--- config.mk ---
export PLATFORM = sky130hd
export DESIGN_NAME = nn_layer2_seq
export DESIGN_NICKNAME = d
export VERILOG_FILES = /design/src/rtl/nn_pkg.sv /design/src/rtl/nn_hardtanh.sv /design/src/rtl/nn_layer2_seq.sv
export SDC_FILE = /design/constraint.sdc
export NUM_CORES = 1
export LEC_CHECK = 0
export ABC_AREA = 1
export CAP_MARGIN = 20
export CORE_MARGIN = 2
export CORE_UTILIZATION = 55
export DETAILED_ROUTE_END_ITERATION = 6
export GPL_TIMING_DRIVEN = 0
export HOLD_SLACK_MARGIN = 0.02
export PLACE_DENSITY = 0.79
export SKIP_LAST_GASP = 1
export SYNTH_ARGS = -nofsm -noshare
export SYNTH_HDL_FRONTEND = slang
export SYNTH_SLANG_ARGS = --single-unit
--- constraint.sdc ---
create_clock -name clk -period 10.7 [get_ports clk]
set_clock_uncertainty 0.15 [all_clocks]
set_input_delay 2.675 -clock clk [delete_from_list [all_inputs] [get_ports clk]]
set_output_delay 2.675 -clock clk [all_outputs]
set_load 0.01 [all_outputs]
--- src/rtl/nn_pkg.sv ---
// Shared constants, state encoding and saturation helper for the small NN datapath.
// Layer-2 coefficients live here so every instance agrees on the default network.
package nn_pkg;

    localparam int ACT_MIN  = -256;
    localparam int ACT_MAX  = 255;
    localparam int L2_SUM_W = 23;

    // Weight k sits in bits [k*10 +: 10]; listed here from k=5 down to k=0.
    localparam logic [59:0] L2_WEIGHTS = {10'h3F0, 10'h021, 10'h07F,
                                          10'h3C8, 10'h012, 10'h055};
    localparam logic signed [15:0] L2_BIAS = 16'sh0040;

    typedef enum logic [1:0] {
        S_IDLE = 2'd0,
        S_MAC  = 2'd1,
        S_BIAS = 2'd2,
        S_DONE = 2'd3
    } state_t;

    localparam logic signed [L2_SUM_W-1:0] SAT_HI = 23'sd32767;
    localparam logic signed [L2_SUM_W-1:0] SAT_LO = -23'sd32768;

    function automatic logic signed [15:0] sat16(input logic signed [L2_SUM_W-1:0] x);
        if (x > SAT_HI)
            return 16'sh7FFF;
        else if (x < SAT_LO)
            return 16'sh8000;
        else
            return x[15:0];
    endfunction

endpackage

--- src/rtl/nn_hardtanh.sv ---
// Hard-tanh clamp: narrows a wide signed pre-activation into the signed activation range.
// Purely combinational so it can sit directly in front of a capture register.
module nn_hardtanh
    import nn_pkg::*;
#(
    parameter int IN_W  = 16,
    parameter int ACT_W = 9,
    parameter int LO    = ACT_MIN,
    parameter int HI    = ACT_MAX
) (
    input  logic signed [IN_W-1:0]  x_i,
    output logic signed [ACT_W-1:0] y_o
);

    localparam logic signed [IN_W-1:0] LO_X = IN_W'(LO);
    localparam logic signed [IN_W-1:0] HI_X = IN_W'(HI);

    assign y_o = (x_i > HI_X) ? ACT_W'(HI) :
                 (x_i < LO_X) ? ACT_W'(LO) :
                                x_i[ACT_W-1:0];

endmodule

--- src/rtl/nn_layer2_seq.sv ---
// Second dense layer: clamps six inputs, then one multiplier walks the six weights
// before a shifted, biased and saturated result is offered on a valid/ready port.
module nn_layer2_seq
    import nn_pkg::*;
#(
    parameter int IN_W  = 16,
    parameter int ACT_W = 9,
    parameter int W_W   = 10,
    parameter int OUT_W = 16,
    parameter int SHIFT = 2,
    parameter logic        [6*W_W-1:0] WEIGHTS = L2_WEIGHTS,
    parameter logic signed [OUT_W-1:0] BIAS    = L2_BIAS
) (
    input  logic                    clk,
    input  logic                    rst,
    input  logic                    in_valid,
    output logic                    in_ready,
    input  logic signed [IN_W-1:0]  in1,
    input  logic signed [IN_W-1:0]  in2,
    input  logic signed [IN_W-1:0]  in3,
    input  logic signed [IN_W-1:0]  in4,
    input  logic signed [IN_W-1:0]  in5,
    input  logic signed [IN_W-1:0]  in6,
    output logic                    out_valid,
    input  logic                    out_ready,
    output logic signed [OUT_W-1:0] out1
);

    localparam int ACC_W = ACT_W + W_W + 3;
    localparam int SUM_W = ACC_W + 1;

    state_t                    state_q;
    logic                      in_ready_q;
    logic                      out_valid_q;
    logic signed [OUT_W-1:0]   out1_q;
    logic signed [ACC_W-1:0]   acc_q;
    logic        [2:0]         idx_q;
    logic signed [ACT_W-1:0]   act_q [6];

    logic signed [IN_W-1:0]    in_a  [6];
    logic signed [ACT_W-1:0]   act_d [6];
    logic signed [W_W-1:0]     w_a   [6];
    logic signed [ACC_W-1:0]   prod_d;
    logic signed [SUM_W-1:0]   sum_d;

    assign in_a = '{in1, in2, in3, in4, in5, in6};

    for (genvar k = 0; k < 6; k++) begin : g_lane
        nn_hardtanh #(
            .IN_W  (IN_W),
            .ACT_W (ACT_W)
        ) u_act (
            .x_i (in_a[k]),
            .y_o (act_d[k])
        );
        assign w_a[k] = WEIGHTS[k*W_W +: W_W];
    end

    // Operands are sign-extended to accumulator width before the multiply.
    assign prod_d = ACC_W'(act_q[idx_q]) * ACC_W'(w_a[idx_q]);
    assign sum_d  = SUM_W'(acc_q >>> SHIFT) + SUM_W'(BIAS);

    // NOTE: every register below uses <= so all next-state terms see the pre-edge values.
    always_ff @(posedge clk) begin
        if (rst) begin
            state_q     <= S_IDLE;
            in_ready_q  <= 1'b1;
            out_valid_q <= 1'b0;
            out1_q      <= '0;
            acc_q       <= '0;
            idx_q       <= '0;
            // NOTE: the six-entry activation bank is reset too, so an abandoned
            // transaction leaves no stale operands behind.
            act_q       <= '{default: '0};
        end else begin
            case (state_q)
                S_IDLE: begin
                    if (in_valid && in_ready_q) begin
                        act_q      <= act_d;
                        acc_q      <= '0;
                        idx_q      <= '0;
                        in_ready_q <= 1'b0;
                        state_q    <= S_MAC;
                    end
                end
                S_MAC: begin
                    acc_q <= acc_q + prod_d;
                    if (idx_q == 3'd5)
                        state_q <= S_BIAS;
                    else
                        idx_q <= idx_q + 3'd1;
                end
                S_BIAS: begin
                    out1_q      <= sat16(sum_d);
                    out_valid_q <= 1'b1;
                    state_q     <= S_DONE;
                end
                S_DONE: begin
                    if (out_ready) begin
                        out_valid_q <= 1'b0;
                        in_ready_q  <= 1'b1;
                        state_q     <= S_IDLE;
                    end
                end
                default: state_q <= S_IDLE;
            endcase
        end
    end

    assign in_ready  = in_ready_q;
    assign out_valid = out_valid_q;
    assign out1      = out1_q;

endmodule
==> flow_summary.ini <==
[status]
status = complete, no violations

[worst_setup_path]
rrSetupSlack_ps = 3340
end_kind = flop
max_stage_delay_ps = 760
crit_arrival_ps = 7440
cp_cell_sequence = clkinv_1 > clkbuf_1 > ha_1 > o21ai_1 > nor2_1 > fa_1 > inv_1 > fa_1 > fa_1 > inv_1 > fa_1 > inv_1 > fa_1 > inv_1 > ha_1 > nand2_1 > nor2_1 > nor2b_1 > nand4_1 > nand3_1 > nand2_1 > nand3_1 > a21oi_1
worstPathMaxFanout = 11
slowest_stage = fa_1
cp.required_ps = 10780
critPathBufInv = 6
path_common_cell = fa_1
crit_type = flop to flop
startpoint_type = flop
cp_top_family = adder cells

[global_route]
grt_use_total_pct = 29.4
grt_antenna_before_repair = 0
grt_first_pass_wirelength_um = 42100
grt_overflow = 0
grt_pass1_vias = 8811
grt_max_degree = 21

[die]
die_h_um = 135
row_count = 47
initial_core_util_pct = 56.6
coreArea_sq_um = 16700
die_area_sq_um = 18200
io-pin-count = 118
die_x_um = 135

[finish]
post-route-util_pct = 67.2
fill_cells = 1502
drive_above_1_share_pct = 3.79
n_antenna_cell = 0
fin_nets = 1732
register_area_sq_um = 1980
area_delta_synth_final_pct = 18.8
fin_area_sq_um = 11200
instances_no_fill = 1699
multi_input_area_sq_um = 6320

[route]
antenna_left = 0
routed_wl_um = 25900
dr.pass1.iters = 6
drtIter0Drc = 833
num_vias = 9115
via_per_inst = 5.36
drcViolationCount = 0
post_drt_wl_per_cell_um = 15.3

[logic_synthesis]
yosys.area.top_type = dfxtp_1
synth.avg_cell_area_sq_um = 7.03
synth_ff_type = dfxtp_1
synth_cell_types = 39
ys_top_cells_by_area = dfxtp_1, fa_1, nand2_1, inv_1, ha_1
async_flop_share_pct = 0
netlist_instances = 1344
ys_warn_count = 0
synth_top_cell_area_share_pct = 21.0
yosysMostFrequentCell = nand2_1
synth_enable_flop_cells = 0
yosysSeqAreaShare_pct = 21.0
synth_fp_nets = 1602
synth_common_cells = nand2_1, inv_1, a21oi_1, dfxtp_1, nor2_1
ys_seq_elements = 99
synth_area_sq_um = 9450

[min_path]
worstHoldPathType = flop to flop

[cts]
cts_tree = built
postCtsHoldBufs = 0
clock_latency_ps = 370
cts-buffers-inserted = 9
cts-root-buf = clkbuf_16
cts_sinks = 99
post_cts_buffers = 0
cts_buffer_depth = 2
cts_resized = 0
cts_htree_levels = 3
clk_pin_slew_ps = 80

[timing]
fin_crit_sh_pct = 68.8
timing.hold.ws_ps = 323
maxSlewHeadroom_pct = 46.1
max_freq_ghz = 0.136
setup_slack_ps = 3340
worstMarginPinSlew_ps = 806
setup_viol = 0
report.final.slew_viol_count = 0
tns_ps = 0
finalHoldViolCount = 0
period_needed_ps = 7360
rsz0062_at_grt = false

[place]
dpl-instance-area_sq_um = 10900
place_inst = 1680
gp_congestion = 0.962
place_ws_ps = 3460
io_buffers = 116
dpl.hpwl_um = 21200

[power]
power_mw = 2.93
p_leak_nw = 5.35
vdd_drop_max_mv = 0.314
p_per_area_nw_per_um2 = 261

[job]
cap_violations = 0
-- worst reg2reg max path, delay by kind of cell, from the launching register on --
| family | cells | cell delay, ps |
|---|---|---|
| buffers and inverters | 6 | 1050 |
| adder cells (fa/ha/maj) | 7 | 3710 |
| flip-flops | 1 | 490 |
| AND/OR/NAND/NOR | 8 | 1160 |
| AO/OA/AOI/OAI | 2 | 670 |
-- registers in the layout, summed over array words and instances (netlist names) --
name,count
idx_q,3
state_q,2
act_q,54
in_ready,1
out_valid,1
acc_q,22
out1,16
-- where the power goes --
part	switching (mW)	internal (mW)	total, mW	leakage [nW]
registers	0.0984	0.456	0.554	0.807
clock network	0.174	0.190	0.365	0.160
logic	1.29	0.718	2.01	4.38
-- cell usage in the layout (no fill, tap or decap), types with 20 or more instances in the layout --
cell type,synthesis,final
ha_1,70,70
o21ai_0,93,93
inv_1,266,266
nand3_1,38,38
clkbuf_1,30,30
fa_1,88,88
clkdlybuf4s50_1,0,116
dfxtp_1,99,99
nand2_1,311,311
nor2_1,94,94
a21oi_1,137,137
nand4_1,20,20
-- per-layer routing --
layer  wire length (um)  part of all wire [%]  global-route usage, %  vias to the layer above
met3               2200                   8.5                   6.01                       52
met4                858                   3.3                   10.0                        0
li1                   -                     -                      -                     4509
met5                  0                     0                      0                        -
met1              10800                    42                   38.2                     4231
met2              12000                    46                   49.1                      323
-- worst paths after layout --
path | from | to | cells past startpoint
max | idx_q[0] | acc_q[21] | 23
min | act_q[41] | act_q[41] | 2
max reg2reg | idx_q[0] | acc_q[21] | 23
min reg2reg | act_q[41] | act_q[41] | 2
-- kinds of logic (layout without fill, tap and decap cells) --
family,Yosys count,in the layout,share of synthesized area (%)
AO/OA/AOI/OAI,277,277,16.0
XOR/XNOR,3,3,0.278
adder cells (fa/ha/maj),158,158,27.9
buffers and inverters,302,437,12.1
flip-flops,99,99,21.0
AND/OR/NAND/NOR,505,505,22.6
-- layout make-up --
type	count	share of cell area [%]
sequential	99	17.7
multi-input combinational	943	56.3
buffer	34	1.26
tap	220	2.45
clock buffer	9	2.01
inverter	268	8.96
timing repair buffer	119	10.5
clock inverter	7	0.914
Note: power is estimated with default switching activity, not from simulation.
